--- src/rtl/instr_encoder_pkg.sv ---
// -----------------------------------------------------------------------------
// instr_encoder_pkg
// Shared processor definitions: immediate-format codes (ImmSrc), RV32I major
// opcodes, the buffered word layout and a sign-extension range helper. The
// decode-side immediate extender uses the same format codes, so the encoder
// and the decoder always agree on what each ImmSrc value means.
// No ports (package).
// -----------------------------------------------------------------------------
package instr_encoder_pkg;

    // Immediate format selector; 3'b110 and 3'b111 are illegal.
    typedef enum logic [2:0] {
        IMM_R = 3'b000,
        IMM_I = 3'b001,
        IMM_S = 3'b010,
        IMM_B = 3'b011,
        IMM_U = 3'b100,
        IMM_J = 3'b101
    } imm_src_e;

    // RV32I major opcodes.
    localparam logic [6:0] OP_OP     = 7'b0110011;
    localparam logic [6:0] OP_IMM    = 7'b0010011;
    localparam logic [6:0] OP_STORE  = 7'b0100011;
    localparam logic [6:0] OP_BRANCH = 7'b1100011;
    localparam logic [6:0] OP_LUI    = 7'b0110111;
    localparam logic [6:0] OP_JAL    = 7'b1101111;

    // Output buffer depth.
    localparam logic [1:0] FIFO_DEPTH = 2'd2;

    // One buffered entry: the error flag travels alongside its word.
    typedef struct packed {
        logic        imm_err;
        logic [31:0] instr;
    } enc_word_t;

    // True when value[31:msb] are all equal, i.e. the value is the sign
    // extension of a (msb+1)-bit two's-complement number.
    function automatic logic fits_signed(input logic [31:0] value, input int unsigned msb);
        logic [31:0] mask;
        mask = 32'hFFFF_FFFF << msb;
        return ((value & mask) == mask) || ((value & mask) == 32'h0);
    endfunction

endpackage

--- src/rtl/instr_pack.sv ---
// -----------------------------------------------------------------------------
// instr_pack
// Purely combinational RV32I field packer with immediate range checking.
// Ports:
//   imm_src  in  3   format code (instr_encoder_pkg::imm_src_e)
//   opcode   in  7   opcode field
//   rd/rs1/rs2 in 5  register fields
//   funct3   in  3,  funct7 in 7
//   imm      in  32  full signed immediate (byte offset for B/J)
//   instr    out 32  encoded word (0 for an illegal format)
//   imm_err  out 1   immediate not representable, or format illegal
// -----------------------------------------------------------------------------
module instr_pack
    import instr_encoder_pkg::*;
(
    input  logic [2:0]  imm_src,
    input  logic [6:0]  opcode,
    input  logic [4:0]  rd,
    input  logic [4:0]  rs1,
    input  logic [4:0]  rs2,
    input  logic [2:0]  funct3,
    input  logic [6:0]  funct7,
    input  logic [31:0] imm,
    output logic [31:0] instr,
    output logic        imm_err
);

    // Format-directed packing. A legal format with an out-of-range immediate
    // still produces the truncated encoding; only the flag reports the problem.
    // B and J offsets must be even because bit 0 is implicit in the encoding.
    always_comb begin
        instr   = 32'h0;
        imm_err = 1'b0;
        case (imm_src)
            IMM_R: begin
                instr = {funct7, rs2, rs1, funct3, rd, opcode};
            end
            IMM_I: begin
                instr   = {imm[11:0], rs1, funct3, rd, opcode};
                imm_err = !fits_signed(imm, 11);
            end
            IMM_S: begin
                instr   = {imm[11:5], rs2, rs1, funct3, imm[4:0], opcode};
                imm_err = !fits_signed(imm, 11);
            end
            IMM_B: begin
                instr   = {imm[12], imm[10:5], rs2, rs1, funct3, imm[4:1], imm[11], opcode};
                imm_err = !fits_signed(imm, 12) || imm[0];
            end
            IMM_U: begin
                instr   = {imm[31:12], rd, opcode};
                imm_err = |imm[11:0];
            end
            IMM_J: begin
                instr   = {imm[20], imm[10:1], imm[11], imm[19:12], rd, opcode};
                imm_err = !fits_signed(imm, 20) || imm[0];
            end
            default: begin
                instr   = 32'h0;
                imm_err = 1'b1;
            end
        endcase
    end

endmodule

--- src/rtl/instr_encoder.sv ---
// -----------------------------------------------------------------------------
// instr_encoder
// Encodes RV32I field sets into instruction words and buffers them in a
// 2-entry FIFO with valid/ready handshakes on both sides.
// Ports:
//   clk, rst_n          clock, asynchronous active-low reset
//   in_valid/in_ready   input handshake (in_ready depends only on occupancy)
//   ImmSrc, Opcode, Rd, Rs1, Rs2, Funct3, Funct7, Imm   field set
//   out_valid/out_ready output handshake
//   InstrOut, ImmErr    oldest buffered word and its error sideband
//   EncCount            saturating count of delivered words
// -----------------------------------------------------------------------------
module instr_encoder
    import instr_encoder_pkg::*;
(
    input  logic        clk,
    input  logic        rst_n,
    input  logic        in_valid,
    output logic        in_ready,
    input  logic [2:0]  ImmSrc,
    input  logic [6:0]  Opcode,
    input  logic [4:0]  Rd,
    input  logic [4:0]  Rs1,
    input  logic [4:0]  Rs2,
    input  logic [2:0]  Funct3,
    input  logic [6:0]  Funct7,
    input  logic [31:0] Imm,
    output logic        out_valid,
    input  logic        out_ready,
    output logic [31:0] InstrOut,
    output logic        ImmErr,
    output logic [15:0] EncCount
);

    logic [31:0] pack_instr;
    logic        pack_err;
    enc_word_t   mem [0:1];
    enc_word_t   head;
    logic [1:0]  occupancy;
    logic        wr_ptr;
    logic        rd_ptr;
    logic        push;
    logic        pop;

    instr_pack u_pack (
        .imm_src (ImmSrc),
        .opcode  (Opcode),
        .rd      (Rd),
        .rs1     (Rs1),
        .rs2     (Rs2),
        .funct3  (Funct3),
        .funct7  (Funct7),
        .imm     (Imm),
        .instr   (pack_instr),
        .imm_err (pack_err)
    );

    // in_ready is a pure function of occupancy, so there is no combinational
    // path from out_ready back to the producer.
    assign in_ready  = (occupancy < FIFO_DEPTH);
    assign out_valid = (occupancy != 2'd0);
    assign push      = in_valid && in_ready;
    assign pop       = out_valid && out_ready;

    // Storage carries no reset; the occupancy gating below keeps stale
    // entries invisible after reset.
    always_ff @(posedge clk) begin
        if (push) begin
            mem[wr_ptr] <= '{imm_err: pack_err, instr: pack_instr};
        end
    end

    // Pointers, occupancy and the delivery counter.
    always_ff @(posedge clk or negedge rst_n) begin
        if (!rst_n) begin
            wr_ptr    <= 1'b0;
            rd_ptr    <= 1'b0;
            occupancy <= 2'd0;
            EncCount  <= 16'h0;
        end else begin
            if (push) begin
                wr_ptr <= ~wr_ptr;
            end
            if (pop) begin
                rd_ptr <= ~rd_ptr;
                if (EncCount != 16'hFFFF) begin
                    EncCount <= EncCount + 16'h1;
                end
            end
            case ({push, pop})
                2'b10:   occupancy <= occupancy + 2'd1;
                2'b01:   occupancy <= occupancy - 2'd1;
                default: occupancy <= occupancy;
            endcase
        end
    end

    // Present the oldest entry; force zeros while empty so reset shows 0.
    assign head     = mem[rd_ptr];
    assign InstrOut = out_valid ? head.instr   : 32'h0;
    assign ImmErr   = out_valid ? head.imm_err : 1'b0;

endmodule

--- config.mk ---
export PLATFORM = sky130hd
export DESIGN_NAME = instr_encoder
export DESIGN_NICKNAME = d
export VERILOG_FILES = /design/src/rtl/instr_encoder_pkg.sv /design/src/rtl/instr_pack.sv /design/src/rtl/instr_encoder.sv
export SDC_FILE = /design/constraint.sdc
export NUM_CORES = 1
export LEC_CHECK = 0
export CORE_MARGIN = 2
export CORE_UTILIZATION = 51
export DETAILED_ROUTE_END_ITERATION = 7
export PLACE_DENSITY = 0.85
export SETUP_SLACK_MARGIN = 0.05
export SYNTH_ARGS = -nofsm -noshare
export SYNTH_HDL_FRONTEND = slang
export SYNTH_SLANG_ARGS = --single-unit
--- constraint.sdc ---
create_clock -name clk -period 5.8 [get_ports clk]
set_clock_uncertainty 0.2 [all_clocks]
set_input_delay 0.58 -clock clk [delete_from_list [all_inputs] [get_ports clk]]
set_output_delay 0.58 -clock clk [all_outputs]
set_load 0.005 [all_outputs]
==> results of run 1 <==
## worst paths after layout
| path | to | slack (ps) | depth (start not counted) |
|---|---|---|---|
| hold reg to reg | EncCount[14]$_DFFE_PN0P_ | 300 | 1 |
| max in group asynchronous | rd_ptr$_DFFE_PN0P_ | 4240 | 1 |
| setup reg to reg | EncCount[1]$_DFFE_PN0P_ | 3450 | 4 |
| setup / recovery | mem[0][22]$_DFFE_PP_ | 2620 | 5 |
| min in group asynchronous | EncCount[10]$_DFFE_PN0P_ | 540 | 1 |
| hold / removal | EncCount[14]$_DFFE_PN0P_ | 300 | 1 |
## final cells by class
class	count	area [sq um]
flip-flops and latches	86	2480
clock inverters	6	68.8
clock buffers	10	128
well taps	105	131
multi-input cells	244	1620
inverters	10	37.5
repair buffers	123	1230
fillers	612	2400
## power groups by stage
| stage | Combinational, W | Sequential [W] | Clock, W |
|---|---|---|---|
| 2_1_floorplan | 0.000428 | 0.000868 | 0 |
| 3_3_place_gp | 0.000809 | 0.000930 | 0 |
| 3_5_place_dp | 0.000828 | 0.000938 | 0 |
| 4_1_cts | 0.000832 | 0.000923 | 0.000423 |
| 5_1_grt | 0.000888 | 0.000940 | 0.000446 |
| 6_report | 0.000818 | 0.000922 | 0.000416 |
## synth_stat cells (all sizes together)
master and number:
edfxtp 66, nor2 53, mux2i 40, nand2 21, dfrtp 20, o21ai 18
clkbuf 12, xor2 12, a21oi 11, and2 10, inv 10, xnor2 9
a22o 8, nand3 8, nor4 8, buf 7, nand4 7, nor2b 6
a22oi 5, and3 5, nor3 5, mux2 4, a31oi 3, ha 2
a2111oi 1, a32oi 1, and4 1, o2111ai 1, o211ai 1, o21bai 1
o22ai 1, o31ai 1, or4 1
## flip-flops by register name (all words and copies together) (netlist names)
| name | count |
|---|---|
| mem | 66 |
| occupancy | 2 |
| wr_ptr | 1 |
| rd_ptr | 1 |
| EncCount | 16 |
## cells by family (layout without fill, tap and decap cells)
group                    Yosys count  after routing  synth area share, %
XOR/XNOR                          21             21                 4.37
multiplexers                      44             44                 10.6
adder cells (fa/ha/maj)            2              2                0.595
flip-flops                        86             86                 59.0
AO/OA/AOI/OAI                     52             52                 8.03
buffers and inverters             29            149                 2.77
AND/OR/NAND/NOR                  125            125                 14.6
## layer usage
layer	global-route usage (%)	up-vias	share of wire, %
met5	0	-	0
met4	6.76	0	0.91
met3	3.59	5	5.9
met2	38.5	124	53
met1	25.5	1509	40
li1	-	1538	-
## per-stage QoR
stage / power [W] / instances / worst slack (ps)
2_1_floorplan: 0.00130 / 359 / 3100
3_3_place_gp: 0.00174 / 568 / 2490
3_5_place_dp: 0.00177 / 568 / 2290
4_1_cts: 0.00218 / 584 / 2640
5_1_grt: 0.00227 / 584 / 2310
6_report: 0.00216 / 584 / 2620
==> impl_metrics.ini, run 1 <==
[timing]
post-route-min-period_ps = 3180
tightest_slew_ps = 1020
rsz0062_at_grt = no
finalHoldViolCount = 0
drv_slew = 0
hold_ws_ps = 298
slew_headroom_pct = 32.1
finalCritPeriodShare_pct = 54.9
setup_viol = 0
setup_tns_ps = 0
fmax_mhz = 314

[power]
peakVddDrop_mv = 0.171
p_clk_share_pct = 19.3
pwr-share-comb_pct = 37.9
p_sw_share_pct = 31.1
power_switching_w = 0.000670
power.leakage_nw = 2.18
p_int_w = 0.00149
powerDensity_mw_per_mm2 = 379
p_seq_share_pct = 42.8

[clock_tree]
cts_num_sinks = 86
cts_hold_buf = 0
post_cts_buffers = 0
clk_pin_slew_worst_paths_ps = 80
cts_resized = 0
root_buffer = clkbuf_8
htree_levels = 3
max-clock-path-buffers = 2
cts_buffers = 9
cts_tree = built
clk_latency_ps = 350

[die]
io_pins = 122
start_util_pct = 52.0
die_y_um = 94.8
design.core.area_sq_mm = 0.00809
fp.dieArea_sq_mm = 0.00899
die_w_um = 94.8
placementRows = 33

[global_routing]
antenna_found_initial = 0
first_global_vias = 3066
grt_pass1_wl_um = 14500
grt_usage_pct = 21.2
grt-ovfl-total = 0
grt_max_degree = 35

[synth]
ys_seq_elements = 86
syn_inst = 359
yosys_warnings = 0
yosysSeqAreaShare_pct = 59.0
synth_cell_types = 38
synth_area_sq_mm = 0.00421
yosys.area.top_type = edfxtp_1
synth_top_cells_by_area = edfxtp_1 47%, dfrtp_1 12%, mux2i_1 9.5%
synth_top_area_share_pct = 47.1
synth.avg_cell_area_sq_um = 11.7
syn_nets = 432

[place]
io_buffer_count = 121
place_area_sq_mm = 0.00549
gp_congestion = 0.856
dp_hpwl_um = 6720

[cells_and_area]
utilization_pct = 70.3
mostFrequentLayoutCells = 121 x clkdlybuf4s50_1, 66 x edfxtp_1, 50 x nor2_1, 40 x mux2i_1, 21 x nand2_1
drive_gt1_share_pct = 6.47
area_delta_synth_final_pct = 35.3
final_cell_area_sq_mm = 0.00569
fin_nets = 547
num_antenna_cells = 0
final_common_cell = clkdlybuf4s50_1

[worst_setup_path]
worstPathCellList = clkdlybuf4s50_1 > inv_1 > nor2_1 > a21oi_1 > o21ai_0
worstSetupPathType = in -> reg
cp_slowest_stage_delay_ps = 990
crit_family = buffers and inverters
crit_buf_inv = 2
r2r-start = EncCount[0]$_DFFE_PN0P_
cp.required_ps = 5760
cp_slowest_cell = clkdlybuf4s50_1
critPathLaunch = ImmSrc[2]
critical_path.startpoint_type = input port
crit_path_end_kind = flop
crit_fanout = 19
cp.arrival_ps = 3140

[routing]
dr.pass1.iters = 5
wire_per_inst_um = 15.8
drt_iter0_drc = 131
wirelength_um = 9260
vias = 3176
ant_nets = 0
route.detailed.drc = 0
viasPerCell = 5.44

[hold_path]
worstHoldStart = EncCount[14]$_DFFE_PN0P_
hold_class = reg -> reg

[flow_run]
cap_violations = 0

[outcome]
outcome = finished, final reports clean
Power figures use the tool's default switching activity.
==> run 2: changes to the inputs <==
CORE_UTILIZATION = 43   (was 51)
PLACE_DENSITY = 0.76   (was 0.85)
clock period = 2.8 ns   (was 5.8 ns; I/O delays follow)
==> run 2 against run 1 <==
Clock power rose by 120%. Combinational power up 130%. First-iteration DRC count up 36%. Power increased by 120%. Setup slack got worse by 2400 ps. Clock-buffer cell count rose by 2.
==> impl_metrics.ini, run 2 (synthesis results as in run 1) <==
[timing]
slew_headroom_pct = 39.0
rsz0062_at_grt = no
finalHoldViolCount = 0
setup_tns_ps = 0
finalCritPeriodShare_pct = 91.7
post-route-min-period_ps = 2570
drv_slew = 0
tightest_slew_ps = 912
setup_viol = 0
fmax_mhz = 389

[power]
p_seq_share_pct = 39.8
power_switching_w = 0.00145
p_sw_share_pct = 31.3
p_clk_share_pct = 19.9
powerDensity_mw_per_mm2 = 795
peakVddDrop_mv = 0.318
pwr-share-comb_pct = 40.3
p_int_w = 0.00319
power.leakage_nw = 2.24

[global_routing]
grt-ovfl-total = 0
antenna_found_initial = 0
grt_usage_pct = 20.3
grt_max_degree = 26
first_global_vias = 3204
grt_pass1_wl_um = 16100

[outcome]
outcome = finished, final reports clean

[cells_and_area]
nFillCells = 840
mostFrequentLayoutCells = 121 x clkdlybuf4s50_1, 66 x edfxtp_1, 50 x nor2_1, 40 x mux2i_1, 21 x nand2_1
largest_reg_flops = 66
area_delta_synth_final_pct = 38.8
instances_no_fill = 622
final_common_cell = clkdlybuf4s50_1
reg.largest.list = mem (66), EncCount (16), occupancy (2)
regMostFlops = mem
num_antenna_cells = 0
fin_nets = 557
drive_gt1_share_pct = 8.38

[place]
placed_cells = 606
dp_hpwl_um = 7670
gp_congestion = 0.877
io_buffer_count = 121

[die]
io_pins = 122
design.core.area_sq_mm = 0.00964
die_w_um = 103
fp.dieArea_sq_mm = 0.0106
die_y_um = 103
start_util_pct = 43.6
placementRows = 36

[clock_tree]
clk_latency_ps = 360
post_cts_buffers = 0
htree_levels = 3
root_buffer = clkbuf_8
cts_hold_buf = 0
clk_pin_slew_worst_paths_ps = 90
cts_num_sinks = 86
cts_tree = built
cts_buffers = 9
cts_resized = 0
max-clock-path-buffers = 2

[routing]
route.detailed.drc = 0
wire_per_inst_um = 16.9
drt_iter0_drc = 178
wirelength_um = 10500
dr.pass1.iters = 4
vias = 3275
ant_nets = 0
viasPerCell = 5.27

[flow_run]
cap_violations = 0

[worst_setup_path]
r2r_end = EncCount[1]$_DFFE_PN0P_
critical_path.startpoint_type = flop
r2r_slack_ps = 800
cp.arrival_ps = 2090
crit_path_end_kind = output pin
cp.required_ps = 2320
crit_fanout = 16
worstPathCellList = buf_4 > mux2i_1 > nor2_1 > clkdlybuf4s50_1
rr_worst_depth = 7
cp_slowest_stage_delay_ps = 680
cp_slowest_cell = dfrtp_2
worstSetupPathType = reg -> out
r2r-start = occupancy[0]$_DFFE_PN0P_

[hold_path]
hold_class = in -> async
==> run 2: layer usage <==
layer	track usage, %	part of all wire [%]	vias to the layer above
met4	9.21	1.7	0
met3	4.14	7.5	21
met5	0	0	-
met1	27.7	42	1550
met2	31.5	49	148
li1	-	-	1556
==> run 2: how the worst max path moves through the flow <==
stage / from / end / slack (ps) / cells after the start
after floorplan: occupancy[1]$_DFFE_PN0P_ / mem[0][0]$_DFFE_PP_ / 170 / 3
after global placement: ImmSrc[1] / mem[0][11]$_DFFE_PP_ / 280 / 4
after detailed placement: ImmSrc[1] / mem[0][26]$_DFFE_PP_ / 250 / 4
after CTS: rd_ptr$_DFFE_PN0P_ / InstrOut[13] / 190 / 4
after global routing: rd_ptr$_DFFE_PN0P_ / InstrOut[13] / 110 / 4
final: rd_ptr$_DFFE_PN0P_ / InstrOut[13] / 230 / 4
==> run 2: layout make-up <==
cell class                 count  area (sq um)  share of cell area [%]
clock buffer                  12           156                    2.68
clock inverter                 4          52.6                   0.900
inverter                      10          37.5                   0.643
multi-input combinational    244          1620                    27.7
sequential                    86          2480                    42.5
tap                          133           166                    2.85
timing repair buffer         133          1330                    22.7
==> run 2: stage by stage <==
| stage | total power [W] | utilization (%) | cell area (sq um) | setup WS (ps) | hold WS (ps) |
|---|---|---|---|---|---|
| 2_1_floorplan | 0.00268 | - | 4210 | 172 | -216 |
| 3_3_place_gp | 0.00373 | 58.4 | 5630 | 280 | 280 |
| 3_5_place_dp | 0.00376 | 58.4 | 5630 | 245 | 287 |
| 4_1_cts | 0.00469 | 60.6 | 5840 | 188 | 230 |
| 5_1_grt | 0.00490 | 60.6 | 5840 | 107 | 277 |
| 6_report | 0.00464 | 60.6 | 5840 | 232 | 226 |
==> run 2: power groups by stage <==
stage / sequential [W] / combinational, W / clock [W]
6_report: 0.00185 / 0.00187 / 0.000923
3_5_place_dp: 0.00188 / 0.00188 / 0
5_1_grt: 0.00189 / 0.00203 / 0.000990
2_1_floorplan: 0.00180 / 0.000887 / 0
3_3_place_gp: 0.00186 / 0.00187 / 0
4_1_cts: 0.00185 / 0.00189 / 0.000949
==> run 2: critical path, delay by kind of cell (launching register included) <==
family | cells | cell delay [ps]
AND/OR/NAND/NOR | 1 | 120
flip-flops | 1 | 680
multiplexers | 1 | 100
buffers and inverters | 2 | 810
==> run 3: changes to the inputs <==
CORE_ASPECT_RATIO = 1.4   (was not set)
CORE_UTILIZATION = 57   (was 43)
DONT_BUFFER_PORTS = 1   (was not set)
PLACE_DENSITY = 0.75   (was 0.76)
==> run 3 against run 2 <==
Combinational power shrank 40%. Register-to-register slack lost 40 ps. Global-route usage grew 2.8 points. Sequential share of layout area grew 8.4 points. Routed wire length shrank 12%. Sequential power is essentially flat. Sequential cell count is the same. Worst hold slack lost 200 ps. Cell area shrank 16%. Critical path type unchanged.
==> impl_metrics.ini, run 3 (synthesis results as in run 1) <==
[die]
io_pins = 122
die_w_um = 76.6
start_util_pct = 57.9
fp.dieArea_sq_mm = 0.00809
die_y_um = 106
placementRows = 37
design.core.area_sq_mm = 0.00727

[hold_path]
hold_class = in -> reg
whs_path_depth = 2

[timing]
fmax_mhz = 467
slew_headroom_pct = 39.1
setup_viol = 0
finalHoldViolCount = 0
tightest_slew_ps = 910
post-route-min-period_ps = 2140
finalCritPeriodShare_pct = 76.5
drv_slew = 0
setup_tns_ps = 0
rsz0062_at_grt = no

[clock_tree]
cts_resized = 0
htree_levels = 3
clk_latency_ps = 340
post_cts_buffers = 0
cts_tree = built
cts_hold_buf = 36
clk_pin_slew_worst_paths_ps = 80
root_buffer = clkbuf_8
cts_num_sinks = 86
cts_buffers = 9
max-clock-path-buffers = 2

[power]
powerDensity_mw_per_mm2 = 777
power.leakage_nw = 1.91
peakVddDrop_mv = 0.388

[cells_and_area]
drive_gt1_share_pct = 9.00
final_cell_area_sq_mm = 0.00488
area_delta_synth_final_pct = 16.0
reg.largest.list = mem (66), EncCount (16), occupancy (2)
mostFrequentLayoutCells = 66 x edfxtp_1, 50 x nor2_1, 40 x mux2i_1, 38 x dlygate4sd3_1, 21 x nand2_1
largest_reg_flops = 66
regMostFlops = mem
final_common_cell = edfxtp_1
num_antenna_cells = 0
fin_nets = 468

[routing]
wire_per_inst_um = 18.6
vias = 2959
drt_iter0_drc = 201
dr.pass1.iters = 4
wirelength_um = 9260
route.detailed.drc = 0
viasPerCell = 5.95
ant_nets = 0

[worst_setup_path]
crit_path_end_kind = output pin
rr_worst_depth = 5
cp.required_ps = 2320
worstSetupPathType = reg -> out
critical_path.startpoint_type = flop
cp.arrival_ps = 1660
crit_fanout = 18

[place]
place_area_sq_mm = 0.00432
io_buffer_count = 0
dp_hpwl_um = 6070
gp_congestion = 0.794

[global_routing]
grt_usage_pct = 23.2
grt_max_degree = 34
grt_pass1_wl_um = 14500
antenna_found_initial = 0
grt-ovfl-total = 0
first_global_vias = 3109

[outcome]
outcome = finished, final reports clean

[flow_run]
cap_violations = 0
## run 3: cell types whose count changed in the layout (fill, tap and decap cells not counted), moves of 2 or more
cell             previous run  this run
buf_4                      10         5
clkbuf_1                    2         0
dlygate4sd3_1               0        38
inv_6                       0         3
clkdlybuf4s50_1           121         0
inv_8                       0         2
## run 3: cell type report
class                      instances  area [sq um]
clock inverter                     7          61.3
sequential                        86          2480
inverter                          10          37.5
fill                             562          2390
tap                               97           121
multi-input combinational        244          1620
clock buffer                       9           124
timing repair buffer              44           438
## run 3: power breakdown
group / switching (W) / internal [W]
clock network: 0.000464 / 0.000343
registers: 0.000203 / 0.00167
logic: 0.000655 / 0.000460
## run 3: final timing paths
path | start | to | slack, ps
setup / recovery | rd_ptr$_DFFE_PN0P_ | InstrOut[23] | 660
hold / removal | Imm[1] | mem[1][21]$_DFFE_PP_ | 20
setup reg to reg | EncCount[0]$_DFFE_PN0P_ | EncCount[1]$_DFFE_PN0P_ | 760
hold reg to reg | EncCount[14]$_DFFE_PN0P_ | EncCount[14]$_DFFE_PN0P_ | 330
max in group asynchronous | rst_n | rd_ptr$_DFFE_PN0P_ | 1470
min in group asynchronous | rst_n | EncCount[15]$_DFFE_PN0P_ | 310
## run 3: metrics by stage
stage	utilization (%)	power, W	instances	hold WS, ps	setup WS [ps]
2_1_floorplan	-	0.00268	359	-216	172
3_3_place_gp	59.4	0.00293	443	-215	872
3_5_place_dp	59.4	0.00298	443	-215	791
4_1_cts	66.9	0.00382	495	1.16	619
5_1_grt	67.2	0.00401	497	0.761	555
6_report	67.2	0.00379	497	22.2	658
## run 3: critical path: stages (launching register included)
cell and delay [ps]:
dfrtp_2 750, buf_12 250, mux2i_1 220, nor2_1 90
## run 3: routing by layer
metal	up-vias	part of all wire, %	routed length [um]	track usage (%)
li1	1375	-	-	-
met1	1430	37	3420	24.9
met2	132	54	5000	42.0
met3	22	5.4	496	5.48
met4	0	3.7	346	11.8
met5	-	0	0	0
